$ cat src/rtl/ifu_pkg.sv
// Shared state encoding and constants for the instruction fetch unit.
package ifu_pkg;

    typedef enum logic [1:0] {
        StFetch   = 2'd0,
        StHold    = 2'd1,
        StDiscard = 2'd2
    } ifu_state_e;

    localparam logic [31:0] NOP_INSTR = 32'b0;
    localparam int unsigned PC_STEP   = 4;

endpackage

$ cat src/rtl/ifu_skid_buffer.sv
// One-entry {instr, pc} holding register that sits behind the IF/ID output register.
module ifu_skid_buffer
    import ifu_pkg::*;
#(
    parameter int unsigned ADDR_W = 32
) (
    input  logic              clk,
    input  logic              rst,
    input  logic              i_load,
    input  logic              i_unload,
    input  logic              i_clear,
    input  logic [31:0]       i_instr,
    input  logic [ADDR_W-1:0] i_pc,
    output logic              o_valid,
    output logic [31:0]       o_instr,
    output logic [ADDR_W-1:0] o_pc
);

    logic              r_valid;
    logic [31:0]       r_instr;
    logic [ADDR_W-1:0] r_pc;

    always_ff @(posedge clk) begin
        if (rst) begin
            r_valid <= 1'b0;
            r_instr <= NOP_INSTR;
            r_pc    <= '0;
        end else if (i_clear || i_unload) begin
            r_valid <= 1'b0;
        end else if (i_load) begin
            r_valid <= 1'b1;
            r_instr <= i_instr;
            r_pc    <= i_pc;
        end
    end

    assign o_valid = r_valid;
    assign o_instr = r_instr;
    assign o_pc    = r_pc;

endmodule

$ cat src/rtl/instruction_fetch_unit.sv
// Fetch stage: PC, req/ack instruction-memory reads, and the IF/ID write side with a skid entry.
// Optional feature: define IFU_MISALIGN_TRAP_EN to trap misaligned redirects via fetch_fault.
module instruction_fetch_unit
    import ifu_pkg::*;
#(
    parameter int unsigned       ADDR_W   = 32,
    parameter logic [ADDR_W-1:0] RESET_PC = '0
) (
    input  logic              clk,
    input  logic              rst,
    output logic              imem_req,
    output logic [ADDR_W-1:0] imem_addr,
    input  logic              imem_ack,
    input  logic [31:0]       imem_rdata,
    input  logic              ifid_write,
    input  logic              if_flush,
    input  logic [ADDR_W-1:0] redirect_pc,
    output logic [31:0]       instr_out,
    output logic [ADDR_W-1:0] pc_out,
    output logic              instr_valid,
    output logic              fetch_fault
);

    ifu_state_e        r_state, w_state_next;
    logic [ADDR_W-1:0] r_pc, w_pc_next;
    logic [ADDR_W-1:0] r_disc_addr, w_disc_addr_next;
    logic              r_out_valid, w_out_valid_next;
    logic [31:0]       r_out_instr, w_out_instr_next;
    logic [ADDR_W-1:0] r_out_pc, w_out_pc_next;

    logic              w_fault;
    logic              w_misalign;
    logic [ADDR_W-1:0] w_redirect;
    logic              w_xfer;
    logic              w_fetching;

    logic              w_skid_load, w_skid_unload, w_skid_clear;
    logic              w_skid_valid;
    logic [31:0]       w_skid_instr;
    logic [ADDR_W-1:0] w_skid_pc;

`ifdef IFU_MISALIGN_TRAP_EN
    logic r_fault;

    assign w_misalign = |redirect_pc[1:0];
    assign w_redirect = redirect_pc;
    assign w_fault    = r_fault;

    // Only a flush can enter or leave the fault; an aligned redirect clears it.
    always_ff @(posedge clk) begin
        if (rst) begin
            r_fault <= 1'b0;
        end else if (if_flush) begin
            r_fault <= w_misalign;
        end
    end
`else
    assign w_misalign = 1'b0;
    assign w_redirect = redirect_pc & ~ADDR_W'(3);
    assign w_fault    = 1'b0;
`endif

    assign w_fetching = (r_state == StFetch) && !w_fault;
    assign imem_req   = !rst && (w_fetching || (r_state == StDiscard));
    assign imem_addr  = (r_state == StDiscard) ? r_disc_addr : r_pc;
    assign w_xfer     = r_out_valid && ifid_write && !if_flush;

    assign instr_valid = r_out_valid;
    assign instr_out   = r_out_valid ? r_out_instr : NOP_INSTR;
    assign pc_out      = r_out_pc;
    assign fetch_fault = w_fault;

    always_comb begin
        w_state_next     = r_state;
        w_pc_next        = r_pc;
        w_disc_addr_next = r_disc_addr;
        w_out_valid_next = r_out_valid && !w_xfer;
        w_out_instr_next = r_out_instr;
        w_out_pc_next    = r_out_pc;
        w_skid_load      = 1'b0;
        w_skid_unload    = 1'b0;
        w_skid_clear     = 1'b0;

        if (if_flush) begin
            w_pc_next        = w_redirect;
            w_out_valid_next = 1'b0;
            w_out_instr_next = NOP_INSTR;
            w_skid_clear     = 1'b1;
            w_disc_addr_next = imem_addr;
            // A request left without its ack must still finish on the bus; its data is dropped.
            if (imem_req && !imem_ack && !w_misalign) begin
                w_state_next = StDiscard;
            end else begin
                w_state_next = StFetch;
            end
        end else begin
            unique case (r_state)
                StFetch: begin
                    if (w_fetching && imem_ack) begin
                        w_pc_next = r_pc + ADDR_W'(PC_STEP);
                        if (!r_out_valid || w_xfer) begin
                            w_out_valid_next = 1'b1;
                            w_out_instr_next = imem_rdata;
                            w_out_pc_next    = r_pc;
                        end else begin
                            w_skid_load  = 1'b1;
                            w_state_next = StHold;
                        end
                    end
                end
                StHold: begin
                    if (w_xfer) begin
                        w_out_valid_next = w_skid_valid;
                        w_out_instr_next = w_skid_instr;
                        w_out_pc_next    = w_skid_pc;
                        w_skid_unload    = 1'b1;
                        w_state_next     = StFetch;
                    end
                end
                StDiscard: begin
                    if (imem_ack) begin
                        w_state_next = StFetch;
                    end
                end
                default: w_state_next = StFetch;
            endcase
        end
    end

    always_ff @(posedge clk) begin
        if (rst) begin
            r_state     <= StFetch;
            r_pc        <= RESET_PC;
            r_disc_addr <= '0;
            r_out_valid <= 1'b0;
            r_out_instr <= NOP_INSTR;
            r_out_pc    <= '0;
        end else begin
            r_state     <= w_state_next;
            r_pc        <= w_pc_next;
            r_disc_addr <= w_disc_addr_next;
            r_out_valid <= w_out_valid_next;
            r_out_instr <= w_out_instr_next;
            r_out_pc    <= w_out_pc_next;
        end
    end

    ifu_skid_buffer #(
        .ADDR_W (ADDR_W)
    ) u_skid (
        .clk      (clk),
        .rst      (rst),
        .i_load   (w_skid_load),
        .i_unload (w_skid_unload),
        .i_clear  (w_skid_clear),
        .i_instr  (imem_rdata),
        .i_pc     (r_pc),
        .o_valid  (w_skid_valid),
        .o_instr  (w_skid_instr),
        .o_pc     (w_skid_pc)
    );

endmodule

$ cat config.mk
export PLATFORM = sky130hd
export DESIGN_NAME = instruction_fetch_unit
export DESIGN_NICKNAME = d
export VERILOG_FILES = /design/src/rtl/ifu_pkg.sv /design/src/rtl/ifu_skid_buffer.sv /design/src/rtl/instruction_fetch_unit.sv
export SDC_FILE = /design/constraint.sdc
export NUM_CORES = 1
export LEC_CHECK = 0
export BUFFER_PORTS_ARGS = -buffer_cell sky130_fd_sc_hd__buf_2
export CELL_PAD_IN_SITES_DETAIL_PLACEMENT = 0
export CELL_PAD_IN_SITES_GLOBAL_PLACEMENT = 1
export CORE_MARGIN = 4
export CORE_UTILIZATION = 44
export DETAILED_ROUTE_END_ITERATION = 8
export PLACE_DENSITY = 0.84
export SLEW_MARGIN = 20
export SYNTH_ARGS = -nofsm -noshare
export SYNTH_HDL_FRONTEND = slang
export SYNTH_SLANG_ARGS = --single-unit
$ cat constraint.sdc
create_clock -name clk -period 3.86 [get_ports clk]
set_input_delay 0.386 -clock clk [delete_from_list [all_inputs] [get_ports clk]]
set_output_delay 0.386 -clock clk [all_outputs]
set_load 0.03 [all_outputs]
==> results.sh, run 1 <==
export IMPL_tritoncts="built"
export IMPL_swShare=0.276
export IMPL_leakage_nw=4.28
export IMPL_ant_nets=0
export IMPL_cts_resized=0
export IMPL_clockBufferDepth=2
export IMPL_fin_nets=1201
export IMPL_grt_util_met1=0.272
export IMPL_die_width_microns=148
export IMPL_die_height_microns=148
export IMPL_hp_class="input pin to flop"
export IMPL_synth_cell_type_count=49
export IMPL_path_class="flop to output pin"
export IMPL_hold_buffers=0
export IMPL_synth_cells=1040
export IMPL_pwr_share_comb=0.118
export IMPL_ys_seq_elements=190
export IMPL_layout_common_cells="nand2_1 (204), dfxtp_1 (190), buf_2 (161), a21oi_1 (99), nor2_1 (88)"
export IMPL_synthTopCellsByArea="dfxtp_1 (44%), nand2_1 (9.0%), mux2i_1 (7.3%), a211oi_1 (6.8%), a21oi_1 (5.8%)"
export IMPL_rsz0062_at_grt="no"
export IMPL_grt_first_pass_wirelength_microns=37000
export IMPL_clock_latency_ps=440
export IMPL_worst_slew_pin_slew_ps=956
export IMPL_period_needed_ps=2810
export IMPL_fp_dieArea_sq_um=21800
export IMPL_cts_htree_levels=4
export IMPL_peakVddDrop_mv=0.329
export IMPL_synthDominantCellAreaShare=0.443
export IMPL_core_sq_um=19000
export IMPL_worstPathRequired_ps=3470
export IMPL_p_sw_mw=1.23
export IMPL_gr_total_overflow=0
export IMPL_critical_path_arrival_ps=2430
export IMPL_num_fill_cells=1868
export IMPL_hpwl_microns=14700
export IMPL_fin_crit_sh=0.729
export IMPL_grt_antenna_before_repair=2
export IMPL_slew_limit_headroom=0.362
export IMPL_fmax_mhz=355
export IMPL_cts_buffers=17
export IMPL_postCtsSetupBuffers=0
export IMPL_drive_gt1_frac=0.220
export IMPL_routed_via_density=5.26
export IMPL_synth_top_area_cell="dfxtp_1"
export IMPL_grt_util_all_layers=0.207
export IMPL_hold_ws_ps=179
export IMPL_seq_power_share=0.479
export IMPL_rows=50
export IMPL_intPower_mw=3.21
export IMPL_grt_max_degree=77
export IMPL_multi_input_area_sq_um=4340
export IMPL_cap_viol_max_count=0
export IMPL_ios=168
export IMPL_drt_iter0_drc=453
export IMPL_final_util=0.531
export IMPL_power_density_nw_per_um2=441
export IMPL_startpoint_type="flop"
export IMPL_synth_area_sq_um=8580
export IMPL_status="complete, no violations"
export IMPL_yosysSeqAreaShare=0.443
export IMPL_n_antenna_cell=0
export IMPL_finalHoldViolations=0
export IMPL_ys_warn_count=0
export IMPL_top_usage_layer="met2"
export IMPL_synth_ff_type="dfxtp_1"
export IMPL_gp_congestion=0.763
export IMPL_syn2layout_area_growth_pct=17.2
export IMPL_drv_slew=0
export IMPL_via_count=7391
export IMPL_cts_root_buffer="clkbuf_16"
export IMPL_drt_wirelength_per_cell_microns=15.8
export IMPL_syn_avg_cell_area_sq_um=8.25
export IMPL_drc=0
export IMPL_setup_viol_count_final=0
export IMPL_first_pass_iters=4
export IMPL_layout_commonest_cell="nand2_1"
export IMPL_met2_usage=0.327
export IMPL_drt_wl_total_microns=22300
export IMPL_cp_max_fo=18
export IMPL_gr_usage_met3=0.0613
export IMPL_path_clk_slew_ps=70
export IMPL_clockPowerShare=0.403
export IMPL_synthArstFlopShare=0
export IMPL_clock_sinks=190
export IMPL_seqCellArea_sq_um=3800
export IMPL_synth_edf_count=0
export IMPL_fin_setup_tns_ps=0
export IMPL_initial_utilization=0.453
export IMPL_skew_ps=11.9
export IMPL_endpoint_kind="output pin"
export IMPL_port_buffers=162
export IMPL_first_global_vias=7183
[worst max-delay path: stages, from the launching register on]
cell and delay (ps):
dfxtp_1 560, nand2b_2 510, buf_4 350, mux2_2 390
buf_2 180
[final timing paths]
path | from | endpoint | slack, ps | cells past startpoint
min | ifid_write | r_state[0]$_SDFFE_PP0P_ | 180 | 2
max | r_state[0]$_SDFFE_PP0P_ | imem_addr[28] | 1050 | 4
max reg2reg | instr_valid$_SDFF_PP0_ | pc_out[18]$_SDFFE_PP0P_ | 1330 | 5
min reg2reg | r_disc_addr[1]$_SDFFE_PP0P_ | r_disc_addr[1]$_SDFFE_PP0P_ | 440 | 2
[cells in the mapped netlist (2+ instances only)]
cell type,number
clkbuf_2,2
buf_2,2
nand4_1,12
xnor2_1,8
nor4_1,6
nor2_1,88
and2_1,34
buf_4,4
a31oi_1,3
nand3_1,14
or4_1,6
mux2_2,30
or3_1,3
and3_1,6
nor3_1,13
o21ai_0,7
a2111oi_0,6
a21oi_1,99
nand2_1,205
inv_1,14
a21o_1,2
buf_1,8
a221oi_1,3
clkbuf_1,91
and4_1,6
o31ai_1,3
a311o_1,3
xor2_1,4
a311oi_1,5
nand2b_1,4
a211oi_1,78
mux2i_1,63
dfxtp_1,190
o221a_2,2
nor3b_1,2
[final cells by class]
class	count	share of cell area
clock inverter	13	0.0154
inverter	14	0.00523
clock buffer	19	0.0440
timing repair buffer	178	0.0928
tap	260	0.0323
multi-input combinational	730	0.432
sequential	190	0.378
[power by group through the flow]
| stage | sequential, mW | combinational (mW) | clock, mW |
|---|---|---|---|
| after floorplan | 2.16 | 0.366 | 0 |
| final | 2.13 | 0.522 | 1.79 |
| after detailed placement | 2.17 | 0.526 | 0 |
| after CTS | 2.13 | 0.528 | 1.83 |
| after global routing | 2.14 | 0.577 | 1.92 |
| after global placement | 2.17 | 0.522 | 0 |
[state kept, by name, indices dropped and copies added (netlist names)]
signal,cells
u_skid.o_valid,1
u_skid.o_instr,32
r_out_instr,32
pc_out,30
r_state,2
r_disc_addr,32
instr_valid,1
r_pc,30
u_skid.o_pc,30
[per-stage QoR]
step / setup WS [ps] / instances / cell area (sq um) / power, mW
2_1_floorplan: 1720 / 1042 / 8590 / 2.53
3_3_place_gp: 1380 / 1372 / 9460 / 2.69
3_5_place_dp: 1330 / 1372 / 9460 / 2.70
4_1_cts: 1030 / 1404 / 10100 / 4.49
5_1_grt: 875 / 1404 / 10100 / 4.64
6_report: 1050 / 1404 / 10100 / 4.44
[kinds of logic (layout without fill, tap and decap cells)]
logic type / Yosys count / after routing / synth area share
flops: 190 / 190 / 0.443
other cells: 1 / 3 / 0.000437
compound gates: 216 / 216 / 0.162
buf+inv: 122 / 224 / 0.0566
simple gates: 405 / 405 / 0.211
xor+xnor: 12 / 12 / 0.0122
fa+ha+maj: 1 / 1 / 0.00146
mux: 93 / 93 / 0.113
[per-layer routing]
layer | up-vias | part of all wire | routed length, microns
met3 | 34 | 0.075 | 1670
met2 | 174 | 0.45 | 10100
met4 | 4 | 0.019 | 423
met1 | 3395 | 0.45 | 10000
li1 | 3784 | - | -
met5 | - | 0.0010 | 23
Power figures use the tool's default switching activity.
==> run 2: changes to the inputs <==
CORE_UTILIZATION = 37   (was 44)
PLACE_DENSITY = 0.75   (was 0.84)
clock period = 2.5 ns   (was 3.86 ns; I/O delays follow)
==> results.sh, run 2 (same netlist as run 1, synthesis figures left out) <==
export IMPL_fin_setup_tns_ps=0
export IMPL_grt_antenna_before_repair=2
export IMPL_postCtsSetupBuffers=0
export IMPL_n_antenna_cell=0
export IMPL_swShare=0.290
export IMPL_clock_sinks=190
export IMPL_p_sw_mw=2.00
export IMPL_cp_max_fo=13
export IMPL_drt_wirelength_per_cell_microns=16.4
export IMPL_cts_root_buffer="clkbuf_16"
export IMPL_cts_buffers=17
export IMPL_endpoint_kind="output pin"
export IMPL_num_fill_cells=2275
export IMPL_seqCellArea_sq_um=3800
export IMPL_intPower_mw=4.88
export IMPL_critical_path_arrival_ps=2100
export IMPL_worstPathRequired_ps=2250
export IMPL_tritoncts="built"
export IMPL_hpwl_microns=15800
export IMPL_setup_viol_count_final=0
export IMPL_die_height_microns=160
export IMPL_grt_max_degree=68
export IMPL_period_needed_ps=2350
export IMPL_rows=55
export IMPL_clockPowerShare=0.397
export IMPL_rsz0062_at_grt="no"
export IMPL_clock_latency_ps=440
export IMPL_cap_viol_max_count=0
export IMPL_seq_power_share=0.471
export IMPL_worst_slew_pin_slew_ps=545
export IMPL_clockBufferDepth=2
export IMPL_grt_util_all_layers=0.186
export IMPL_path_clk_slew_ps=80
export IMPL_routed_via_density=5.18
export IMPL_skew_ps=15.5
export IMPL_fin_crit_sh=0.941
export IMPL_via_count=7538
export IMPL_path_class="flop to output pin"
export IMPL_layout_common_cells="nand2_1 (205), dfxtp_1 (190), buf_2 (161), a21oi_1 (99), nor2_1 (88)"
export IMPL_finalHoldViolations=0
export IMPL_gr_total_overflow=0
export IMPL_pwr_share_comb=0.132
export IMPL_drc=0
export IMPL_startpoint_type="flop"
export IMPL_port_buffers=162
export IMPL_cts_resized=0
export IMPL_status="complete, no violations"
export IMPL_hold_buffers=0
export IMPL_multi_input_area_sq_um=4340
export IMPL_leakage_nw=4.45
export IMPL_initial_utilization=0.378
export IMPL_final_util=0.457
export IMPL_fmax_mhz=425
export IMPL_slew_limit_headroom=0.636
export IMPL_fp_dieArea_sq_um=25700
export IMPL_cts_htree_levels=4
export IMPL_syn2layout_area_growth_pct=21.0
export IMPL_core_sq_um=22700
export IMPL_die_width_microns=160
export IMPL_drive_gt1_frac=0.238
export IMPL_peakVddDrop_mv=0.455
export IMPL_drt_iter0_drc=456
export IMPL_drv_slew=0
export IMPL_grt_first_pass_wirelength_microns=38700
export IMPL_ant_nets=0
export IMPL_hp_class="input pin to flop"
export IMPL_layout_commonest_cell="nand2_1"
export IMPL_ios=168
export IMPL_gp_congestion=0.771
export IMPL_power_density_nw_per_um2=663
export IMPL_first_global_vias=7007
export IMPL_drt_wl_total_microns=23900
export IMPL_fin_nets=1228
export IMPL_first_pass_iters=4
run 2: cell count changes in the layout (fill, tap and decap cells not counted):
cell and change:
nand2_2 -1, buf_12 +9, buf_4 +18, bufinv_16 -1
clkinvlp_4 -1, clkbuf_8 -1, inv_8 +1, nand2_1 +1
inv_6 -1, clkbuf_1 -1, clkinv_4 +4
run 2: layout make-up:
cell class	count	share of cell area
inverters	14	0.00506
well taps	285	0.0343
repair buffers	205	0.120
clock inverters	15	0.0149
clock buffers	17	0.0410
multi-input cells	730	0.418
flip-flops and latches	190	0.366
run 2: power by group through the flow:
stage / clock network [mW] / registers [mW] / logic (mW)
after floorplan: 0 / 3.33 / 0.566
after global routing: 2.93 / 3.26 / 0.995
after detailed placement: 0 / 3.31 / 0.915
final: 2.73 / 3.24 / 0.908
after CTS: 2.80 / 3.24 / 0.920
after global placement: 0 / 3.31 / 0.912
run 2: path summary, 6_finish.rpt:
check,from,to,slack [ps],depth (start not counted)
hold reg to reg,r_disc_addr[0]$_SDFFE_PP0P_,r_disc_addr[0]$_SDFFE_PP0P_,450,2
hold / removal,imem_rdata[18],u_skid.o_instr[18]$_SDFFE_PP0P_,50,3
setup reg to reg,r_state[1]$_SDFFE_PP0P_,r_pc[27]$_SDFFE_PP0P_,390,4
setup / recovery,r_state[0]$_SDFFE_PP0P_,imem_addr[17],150,5
run 2: critical path, stage by stage (launching register included):
cell and delay (ps):
dfxtp_1 340, buf_4 170, nand2b_2 380, buf_4 250, mux2_2 350, buf_2 180
run 2: metrics by stage:
stage	power [mW]	hold WS [ps]	area, sq um	setup slack (ps)	cells
after CTS	6.96	32.7	10400	118	1456
final	6.88	52.0	10400	147	1456
after floorplan	3.90	322	8590	361	1042
after global placement	4.22	432	9800	342	1424
after detailed placement	4.22	443	9800	306	1424
after global routing	7.18	32.7	10400	21.5	1456
run 2: layer usage:
layer | up-vias | track usage | share of wire
met5 | - | 0 | 0.0011
met4 | 4 | 0.0598 | 0.017
met3 | 30 | 0.0616 | 0.070
met2 | 186 | 0.281 | 0.45
met1 | 3479 | 0.251 | 0.46
li1 | 3839 | - | -
